## src/rtl/pc_ras_unit_if.sv

```systemverilog
// Bundle of control inputs and PC/RAS status outputs for pc_ras_unit.
// The master side drives control; the slave side (the PC unit) drives status.
interface pc_ras_unit_if #(
    parameter int unsigned XLEN = 32
);
    logic            PC_stall;
    logic            PC_jump_enb;
    logic [XLEN-1:0] PC_jump_add;
    logic            PC_call;
    logic            PC_ret;
    logic            PC_trap;
    logic            PC_mret;
    logic [XLEN-1:0] PC_counter;
    logic [XLEN-1:0] PC_next;
    logic [XLEN-1:0] PC_epc;
    logic            PC_misaligned;
    logic            PC_ras_empty;
    logic            PC_ras_full;

    modport master (
        output PC_stall, PC_jump_enb, PC_jump_add, PC_call, PC_ret, PC_trap, PC_mret,
        input  PC_counter, PC_next, PC_epc, PC_misaligned, PC_ras_empty, PC_ras_full
    );

    modport slave (
        input  PC_stall, PC_jump_enb, PC_jump_add, PC_call, PC_ret, PC_trap, PC_mret,
        output PC_counter, PC_next, PC_epc, PC_misaligned, PC_ras_empty, PC_ras_full
    );
endinterface

```

## src/rtl/pc_ras_unit.sv

```systemverilog
// Program counter with trap/mret redirect and a circular return-address stack.
// Next-PC priority: reset > trap > mret > ret > jump > stall > sequential.
module pc_ras_unit #(
    parameter int unsigned     XLEN      = 32,
    parameter logic [XLEN-1:0] RESET_VEC = 32'h0000_0000,
    parameter logic [XLEN-1:0] TRAP_VEC  = 32'h0000_0100,
    parameter int unsigned     RAS_DEPTH = 4
) (
    input  logic          PC_clk,
    input  logic          PC_rst,
    pc_ras_unit_if.slave  bus
);
    localparam int unsigned PtrW = $clog2(RAS_DEPTH);
    localparam int unsigned CntW = PtrW + 1;

    logic [XLEN-1:0] pc_q, pc_d;
    logic [XLEN-1:0] epc_q, epc_d;
    logic            mis_q, mis_d;
    logic [PtrW-1:0] sp_q, sp_d;
    logic [CntW-1:0] cnt_q, cnt_d;
    logic [XLEN-1:0] ras_q [RAS_DEPTH];
    logic            push;
    logic [XLEN-1:0] pc_plus4;
    logic [XLEN-1:0] ras_top;
    logic            ras_empty;
    logic            ras_full;

    assign pc_plus4  = pc_q + XLEN'(4);
    assign ras_top   = ras_q[sp_q - PtrW'(1)];
    assign ras_empty = (cnt_q == '0);
    assign ras_full  = (cnt_q == CntW'(RAS_DEPTH));

    always_comb begin
        pc_d  = pc_plus4;
        epc_d = epc_q;
        mis_d = 1'b0;
        sp_d  = sp_q;
        cnt_d = cnt_q;
        push  = 1'b0;
        if (PC_rst) begin
            pc_d  = RESET_VEC;
            epc_d = '0;
            sp_d  = '0;
            cnt_d = '0;
        end else if (bus.PC_trap) begin
            pc_d  = TRAP_VEC;
            epc_d = pc_q;
        end else if (bus.PC_mret) begin
            pc_d = epc_q;
        end else if (bus.PC_ret) begin
            if (ras_empty) begin
                pc_d = bus.PC_jump_add;
            end else begin
                pc_d  = ras_top;
                sp_d  = sp_q - PtrW'(1);
                cnt_d = cnt_q - CntW'(1);
            end
        end else if (bus.PC_jump_enb) begin
            if (bus.PC_jump_add[1:0] == 2'b00) begin
                pc_d = bus.PC_jump_add;
                if (bus.PC_call) begin
                    // When full, slot sp_q holds the oldest entry, so it is overwritten.
                    push = 1'b1;
                    sp_d = sp_q + PtrW'(1);
                    if (!ras_full) cnt_d = cnt_q + CntW'(1);
                end
            end else begin
                pc_d  = pc_q;
                mis_d = 1'b1;
            end
        end else if (bus.PC_stall) begin
            pc_d = pc_q;
        end
    end

    always_ff @(posedge PC_clk) begin
        if (PC_rst) begin
            pc_q  <= RESET_VEC;
            epc_q <= '0;
            mis_q <= 1'b0;
            sp_q  <= '0;
            cnt_q <= '0;
        end else begin
            pc_q  <= pc_d;
            epc_q <= epc_d;
            mis_q <= mis_d;
            sp_q  <= sp_d;
            cnt_q <= cnt_d;
        end
    end

    // Stack contents are not reset; occupancy alone defines validity.
    always_ff @(posedge PC_clk) begin
        if (push) ras_q[sp_q] <= pc_plus4;
    end

    assign bus.PC_counter    = pc_q;
    assign bus.PC_next       = pc_d;
    assign bus.PC_epc        = epc_q;
    assign bus.PC_misaligned = mis_q;
    assign bus.PC_ras_empty  = ras_empty;
    assign bus.PC_ras_full   = ras_full;
endmodule

```

## src/flat_wrapper.sv

```systemverilog
// flat-port wrapper written by rule: the top's interface ports become plain ports
module pc_ras_unit_flat 
#(
    parameter int unsigned     XLEN      = 32,
    parameter logic [XLEN-1:0] RESET_VEC = 32'h0000_0000,
    parameter logic [XLEN-1:0] TRAP_VEC  = 32'h0000_0100,
    parameter int unsigned     RAS_DEPTH = 4
)
  (PC_clk, PC_rst, bus_PC_stall, bus_PC_jump_enb, bus_PC_jump_add, bus_PC_call, bus_PC_ret, bus_PC_trap, bus_PC_mret, bus_PC_counter, bus_PC_next, bus_PC_epc, bus_PC_misaligned, bus_PC_ras_empty, bus_PC_ras_full);
  pc_ras_unit_if #(.XLEN(XLEN)) bus_i ();
  input  logic PC_clk;
  input  logic PC_rst;
  input wire logic [$bits(bus_i.PC_stall)-1:0] bus_PC_stall;
  input wire logic [$bits(bus_i.PC_jump_enb)-1:0] bus_PC_jump_enb;
  input wire logic [$bits(bus_i.PC_jump_add)-1:0] bus_PC_jump_add;
  input wire logic [$bits(bus_i.PC_call)-1:0] bus_PC_call;
  input wire logic [$bits(bus_i.PC_ret)-1:0] bus_PC_ret;
  input wire logic [$bits(bus_i.PC_trap)-1:0] bus_PC_trap;
  input wire logic [$bits(bus_i.PC_mret)-1:0] bus_PC_mret;
  output wire logic [$bits(bus_i.PC_counter)-1:0] bus_PC_counter;
  output wire logic [$bits(bus_i.PC_next)-1:0] bus_PC_next;
  output wire logic [$bits(bus_i.PC_epc)-1:0] bus_PC_epc;
  output wire logic [$bits(bus_i.PC_misaligned)-1:0] bus_PC_misaligned;
  output wire logic [$bits(bus_i.PC_ras_empty)-1:0] bus_PC_ras_empty;
  output wire logic [$bits(bus_i.PC_ras_full)-1:0] bus_PC_ras_full;
  assign bus_i.PC_stall = bus_PC_stall;
  assign bus_i.PC_jump_enb = bus_PC_jump_enb;
  assign bus_i.PC_jump_add = bus_PC_jump_add;
  assign bus_i.PC_call = bus_PC_call;
  assign bus_i.PC_ret = bus_PC_ret;
  assign bus_i.PC_trap = bus_PC_trap;
  assign bus_i.PC_mret = bus_PC_mret;
  assign bus_PC_counter = bus_i.PC_counter;
  assign bus_PC_next = bus_i.PC_next;
  assign bus_PC_epc = bus_i.PC_epc;
  assign bus_PC_misaligned = bus_i.PC_misaligned;
  assign bus_PC_ras_empty = bus_i.PC_ras_empty;
  assign bus_PC_ras_full = bus_i.PC_ras_full;
  pc_ras_unit #(.XLEN(XLEN), .RESET_VEC(RESET_VEC), .TRAP_VEC(TRAP_VEC), .RAS_DEPTH(RAS_DEPTH)) u_core (.PC_clk(PC_clk), .PC_rst(PC_rst), .bus(bus_i));
endmodule
```

## config.mk

```make
export PLATFORM = sky130hd
export DESIGN_NAME = pc_ras_unit_flat
export DESIGN_NICKNAME = d
export VERILOG_FILES = /design/src/rtl/pc_ras_unit_if.sv /design/src/rtl/pc_ras_unit.sv /design/src/flat_wrapper.sv
export SDC_FILE = /design/constraint.sdc
export NUM_CORES = 1
export LEC_CHECK = 0
export CORE_MARGIN = 10
export CORE_UTILIZATION = 55
export DETAILED_ROUTE_END_ITERATION = 7
export PLACE_DENSITY_LB_ADDON = 0.25
export RECOVER_POWER = 100
export SLEW_MARGIN = 40
export SYNTH_ARGS = -nofsm -noshare
export SYNTH_HDL_FRONTEND = slang
export SYNTH_SLANG_ARGS = --single-unit
```

## constraint.sdc

```tcl
create_clock -name PC_clk -period 4.2 [get_ports PC_clk]
set_clock_uncertainty 0.15 [all_clocks]
set_input_delay 0.84 -clock PC_clk [delete_from_list [all_inputs] [get_ports PC_clk]]
set_output_delay 0.84 -clock PC_clk [all_outputs]
set_load 0.01 [all_outputs]
```

# [Word-level counts from Yosys, hierarchy flattened]
# Memories as Yosys holds them, arrays and structs flattened.
# Cells that the tools add are included.
[op_classes] muxes=29 reduce_logical=8 eq_ne=3 bitwise=3 addsub=5
[ops] operator="$mux 32" n=8
[ops] operator="$add 32x3->32 const B" n=1
[ops] operator="$mux 3" n=6
[ops] operator="$mux 1" n=10
[ops] operator="$mux 2" n=5
[ops] operator="$reduce_and 7->1" n=1
[ops] operator="$reduce_and 6->1" n=1
[ops] operator="$reduce_bool 2->1" n=3
[ops] operator="$reduce_or 5->1" n=1
[ops] operator="$ne 2x2->1 const B" n=2
[ops] operator="$add 3x1->3 const B" n=1
[ops] operator="$eq 3x3->1 const B" n=1
[ops] operator="$logic_not 3->1" n=1
[ops] operator="$not 1->1" n=3
[ops] operator="$sub 3x1->3 const B" n=1
[ops] operator="$add 2x1->2 const B" n=1
[ops] operator="$logic_not 2->1" n=1
[ops] operator="$sub 2x1->2 const B" n=1
[word_totals] out_inout_bits=99 input_bits=40 elab_cells=54 ramBits=128 ff_bits=70 n_memories=1
[memory_table] memory="u_core.ras_q" words=4 width=32 read_ports=1 rd_ports_with_merged_regs=0 wr=1 line="pc_ras_unit.sv:21" rtl="logic [XLEN-1:0] ras_q [RAS_DEPTH];"

# [Depth between registers and ports, before layout]
[logic_depth] word_depth=9 mapped_depth=12 mapped_depth_nobuf=7

# [Worst setup path before layout]
# No wires, ideal clock.
[synth_timing] kind="register to output" startpoint="reg u_core.sp_q[0]" endpoint="out bus_PC_next[1]" path_stages_with_launch=13 slack_ps=272 t_arrival_ps=2938 n_path_buf=5 t_required_ps=3210 cell_sequence="dfxtp_1 buf_2 buf_4 buf_2 inv_1 ha_1 clkbuf_1 clkbuf_1 mux4_2 nand2_1 nand2_1 a221oi_1 nor2_1"
[synth_via] elab_chain_cells=7
[synth_rtl] element="from (decl)" line="pc_ras_unit.sv:19" rtl="logic [PtrW-1:0] sp_q, sp_d;"
[synth_rtl] element="from (signal assigned)" line="pc_ras_unit.sv:87" rtl="sp_q <= sp_d;"
[synth_rtl] element="$sub 2x1->2" line="pc_ras_unit.sv:29" rtl="assign ras_top = ras_q[sp_q - PtrW'(1)];"
[synth_rtl] element="$mem_v2 4x32"
[synth_rtl] element="$mux 32" line="pc_ras_unit.sv:51" rtl="if (ras_empty) begin"
[synth_rtl] element="$mux 32" line="pc_ras_unit.sv:50" rtl="end else if (bus.PC_ret) begin"
[synth_rtl] element="$mux 32" line="pc_ras_unit.sv:48" rtl="end else if (bus.PC_mret) begin"
[synth_rtl] element="$mux 32" line="pc_ras_unit.sv:45" rtl="end else if (bus.PC_trap) begin"
[synth_rtl] element="$mux 32" line="pc_ras_unit.sv:40" rtl="if (PC_rst) begin"
[synth_rtl] element="to (decl)" line="flat_wrapper.sv:21" rtl="output wire logic [$bits(bus_i.PC_next)-1:0] bus_PC_next;"
# No other way between the ends.

# [Final worst setup path]
[layout_timing] startpoint="in bus_PC_stall" endpoint="out bus_PC_next[2]"
[layout_via] elab_chain_cells=6
[layout_rtl] element="from (decl)" line="flat_wrapper.sv:13" rtl="input wire logic [$bits(bus_i.PC_stall)-1:0] bus_PC_stall;"
[layout_rtl] element="$mux 32" line="pc_ras_unit.sv:71" rtl="end else if (bus.PC_stall) begin"
[layout_rtl] element="$mux 32" line="pc_ras_unit.sv:58" rtl="end else if (bus.PC_jump_enb) begin"
[layout_rtl] element="$mux 32" line="pc_ras_unit.sv:50"
[layout_rtl] element="$mux 32" line="pc_ras_unit.sv:48"
[layout_rtl] element="$mux 32" line="pc_ras_unit.sv:45"
[layout_rtl] element="$mux 32" line="pc_ras_unit.sv:40"
# No other way between the ends.

==> summary.txt <==
Min path
  – Hold crit path type: reg -> reg
  – Cell depth of the worst min-delay path: 2

Synth
  – Flops & latches, synth: 198
  – Largest area contributor in the netlist: sky130_fd_sc_hd__edfxtp_1
  – Post-synth top flop: sky130_fd_sc_hd__edfxtp_1
  – Syn Inst Count: approximately 900
  – Top-area cell type share of the netlist area: 39.0%
  – Share of synthesized area occupied by flip-flops and latches: 53.2%
  – Syn. warnings: 0
  – Cell area after synthesis: 9860 sq um
  – EDFF count, synth: 128
  – Top area cells in the synthesized netlist: sky130_fd_sc_hd__edfxtp_1 (39%), sky130_fd_sc_hd__dfxtp_1 (14%), sky130_fd_sc_hd__mux4_2 (7.3%)
  – Number of distinct standard cells referenced by the synthesized netlist: slightly above 70
  – Post-synth net total: 930
  – Post-synth ARST share: 0%
  – Mean post-synth cell area: between 10 and 15 sq um

Run
  – Max-cap violations: 1

STA
  – Post-route worst hold slack: 374 ps
  – Post-route fraction of the period consumed by the critical path: 100%
  – Number of setup violations in the final report: 1
  – Fin. Hold Viols: 0
  – Shortest period the worst path allows: between 4000 and 5000 ps
  – Post-Route Setup TNS: -7.63 ps
  – Worst path setup slack after routing: -7.63 ps
  – Tightest Pin Transition: 1510 ps
  – Unrepaired setup endpoints after global routing: true
  – Max-slew headroom: -0.624%
  – Max Transition Viols Final: 20
  – Fmax: 238 MHz

Detailed routing
  – DRC Markers: 0
  – Post-DR vias/cell: 6.52
  – Total wirelength of the detailed-routed design: 31400 um
  – Number of iterations in the first detailed-routing pass: 6
  – 1st-iter DRT viols: 1274
  – Average wire per cell in the routed design: 24.5 um
  – DR vias: 8354
  – Antenna-violating nets left: 0

Placement
  – # port buffers: 138
  – HPWL Detailed: 22000 um
  – Global placer's final weighted congestion: 0.949

Global routing
  – Global-route track usage on met2: 41.7%
  – Number of global-route vias before repair: 8286
  – Met3 global-route usage: between 7 and 8%
  – Wire length of the first global-routing pass: 48400 um
  – Most utilized layer in the global route result: met2
  – GRT Resource Usage Total: 26.0%
  – Maximum number of pins on one net before global-route repair: 35
  – Routing usage on met1: between 30% and 40%
  – Remaining global-route overflow: 0
  – Number of antenna violations at the first check in global routing: 1

Power and ir drop
  – Power Density: 349 nW/um^2
  – Leakage dissipation: 0.00446 uW
  – Largest vdd supply drop: 303 uV

Final layout
  – Layout area overhead: 25.9%
  – Commonest non-fill, non-tap cells in the layout: sky130_fd_sc_hd__edfxtp_1 (128), sky130_fd_sc_hd__nand2_1 (88), sky130_fd_sc_hd__nor2_1 (84)
  – Post-layout nets: 1088
  – Most common cell after layout, fill and taps aside: sky130_fd_sc_hd__edfxtp_1
  – Filler Cells Inserted: 1302
  – Fraction of layout cells with a size suffix above 1: 16.8%

Floorplanning
  – Top-level port count: 139
  – Die span in y: 154 um
  – Initial Util: 56.6%
  – Area of the core region: 17400 sq um
  – Row cnt: 48
  – Area enclosed by the die boundary: between 20000 and 25000 sq um
  – Die outline width: between 150 and 200 um

Clock network
  – H-tree depth reported by CTS: 4
  – Clock buffer depth: 2
  – Clock insertion delay at the later pin of the skew report: approximately 440 ps
  – Number of CTS-inserted buffers: 17
  – Root Driver: sky130_fd_sc_hd__clkbuf_16
  – Total clock sinks: 198
  – Clock slew seen by the registers of the worst setup and hold paths: 70 ps
  – TritonCTS clock tree: built

Worst setup path
  – Cell type group with the largest total delay on the critical path: buffers and inverters
  – Required time of the critical path: 3210 ps
  – Worst reg2reg path depth: 4
  – Arr. time, crit path: 3220 ps
  – Max stage delay cell, worst path: sky130_fd_sc_hd__clkdlybuf4s50_1
  – Crit path buf inv count: 4
  – Kind of start point of the critical path: primary input
  – Maximum fanout along the worst path: 12
  – Cells along the critical path: clkdlybuf4s50_1 > buf_6 > or2_4 > o21ai_0 > a221oi_1 > a2111oi_0 > buf_4 > a31o_2 > clkdlybuf4s50_1
  – Worst path most repeated cell: sky130_fd_sc_hd__clkdlybuf4s50_1
  – Crit. path cell count: 9
  – Worst Setup End Kind: output pin
  – CP max stage delay: 530 ps
  – Setup Crit Path Kind: in -> out

Status
  – Status: finished, violations left
  – Violations in the final reports: capacitance limit, slew limit, setup timing
logic make-up after synthesis:
group | count (synthesis) | synth area share [%]
DFF | 198 | 53.2
adders and majority gates | 6 | 0.838
and+or+nand+nor | 289 | 14.4
muxes | 75 | 11.7
xor gates and xnor gates | 31 | 2.75
buffers and inverters | 95 | 4.29
AOI/OAI and AO/OA | 190 | 12.8
cell usage after synthesis, types with 4 or more instances:
cell / number
sky130_fd_sc_hd__edfxtp_1: 128
sky130_fd_sc_hd__nand2_1: 88
sky130_fd_sc_hd__nor2_1: 86
sky130_fd_sc_hd__dfxtp_1: 70
sky130_fd_sc_hd__o21ai_0: 47
sky130_fd_sc_hd__clkbuf_1: 42
sky130_fd_sc_hd__mux2i_1: 42
sky130_fd_sc_hd__a21oi_1: 38
sky130_fd_sc_hd__mux4_2: 32
sky130_fd_sc_hd__nand3_1: 28
sky130_fd_sc_hd__a31oi_1: 25
sky130_fd_sc_hd__buf_2: 23
sky130_fd_sc_hd__xnor2_1: 20
sky130_fd_sc_hd__nor3_1: 19
sky130_fd_sc_hd__a211oi_1: 13
sky130_fd_sc_hd__inv_1: 13
sky130_fd_sc_hd__a41oi_1: 12
sky130_fd_sc_hd__nand4_1: 11
sky130_fd_sc_hd__xor2_1: 11
sky130_fd_sc_hd__buf_4: 8
sky130_fd_sc_hd__buf_1: 7
sky130_fd_sc_hd__nor4_1: 7
sky130_fd_sc_hd__or3_1: 7
sky130_fd_sc_hd__or2_2: 6
sky130_fd_sc_hd__and2_1: 5
sky130_fd_sc_hd__and3_1: 5
sky130_fd_sc_hd__ha_1: 5
sky130_fd_sc_hd__o211ai_1: 5
sky130_fd_sc_hd__or4_1: 5
sky130_fd_sc_hd__a221o_1: 4
sky130_fd_sc_hd__o311ai_0: 4
final timing paths:
kind | from | end | slack, ps
max | bus_PC_stall | bus_PC_next[2] | -8
min | u_core.bus.PC_epc[28] | u_core.bus.PC_epc[28] | 370
max reg2reg | u_core.sp_q[0] | u_core.ras_q[3][11] | 1530
min reg2reg | u_core.bus.PC_epc[28] | u_core.bus.PC_epc[28] | 370
sequential cells by signal (all words and copies together), names as in the netlist:
signal,count
u_core.ras_q,128
u_core.bus.PC_misaligned,1
u_core.sp_q,2
u_core.bus.PC_epc,32
u_core.cnt_q,3
u_core.bus.PC_counter,32
stage by stage:
step | worst slack [ps] | instances | utilization, % | total power [uW] | area [sq um]
after floorplan | 272 | 884 | - | 2420 | 9860
after global placement | -127 | 1247 | 67.7 | 2650 | 11800
after detailed placement | -198 | 1247 | 67.7 | 2660 | 11800
after CTS | -1.00 | 1279 | 71.5 | 4350 | 12500
after global routing | -40.3 | 1280 | 71.2 | 4460 | 12400
final | -7.63 | 1281 | 71.3 | 4330 | 12400
worst reg2reg max path, delay by kind of cell (launching register included):
kind	cells	cell delay, ps
adder cells (fa/ha/maj)	1	230
buffers and inverters	2	1260
flip-flops	1	340
AND/OR/NAND/NOR	1	260
metal layers:
layer  routed length [um]  up-vias
li1                     -     3670
met4                  719        2
met1                12000     4061
met5                   13        -
met3                 3440       81
met2                15200      540
power breakdown:
| group | switching, uW | total (uW) | internal, uW |
|---|---|---|---|
| registers | 35.0 | 2120 | 2080 |
| clock network | 802 | 1710 | 907 |
| logic | 282 | 505 | 222 |
cell type report:
cell class,instances,area (sq um),share of cell area [%]
multi-input cells,591,4280,34.5
flip-flops and latches,198,5250,42.3
clock inverters,15,188,1.51
well taps,225,282,2.27
clock buffers,17,425,3.43
repair buffers,220,1930,15.5
diodes,1,2.50,0.0202
inverters,14,56.3,0.454
what timing repair did:
action / in CTS / in global routing
gates resized for setup: 23 / 26
endpoints found under the setup margin: 18 / 21
gates cloned: 0 / 0
hold buffers: 0 / 0
pin swaps: 1 / 2
buffers inserted: 0 / 1
Note: power is estimated with default switching activity, not from simulation.
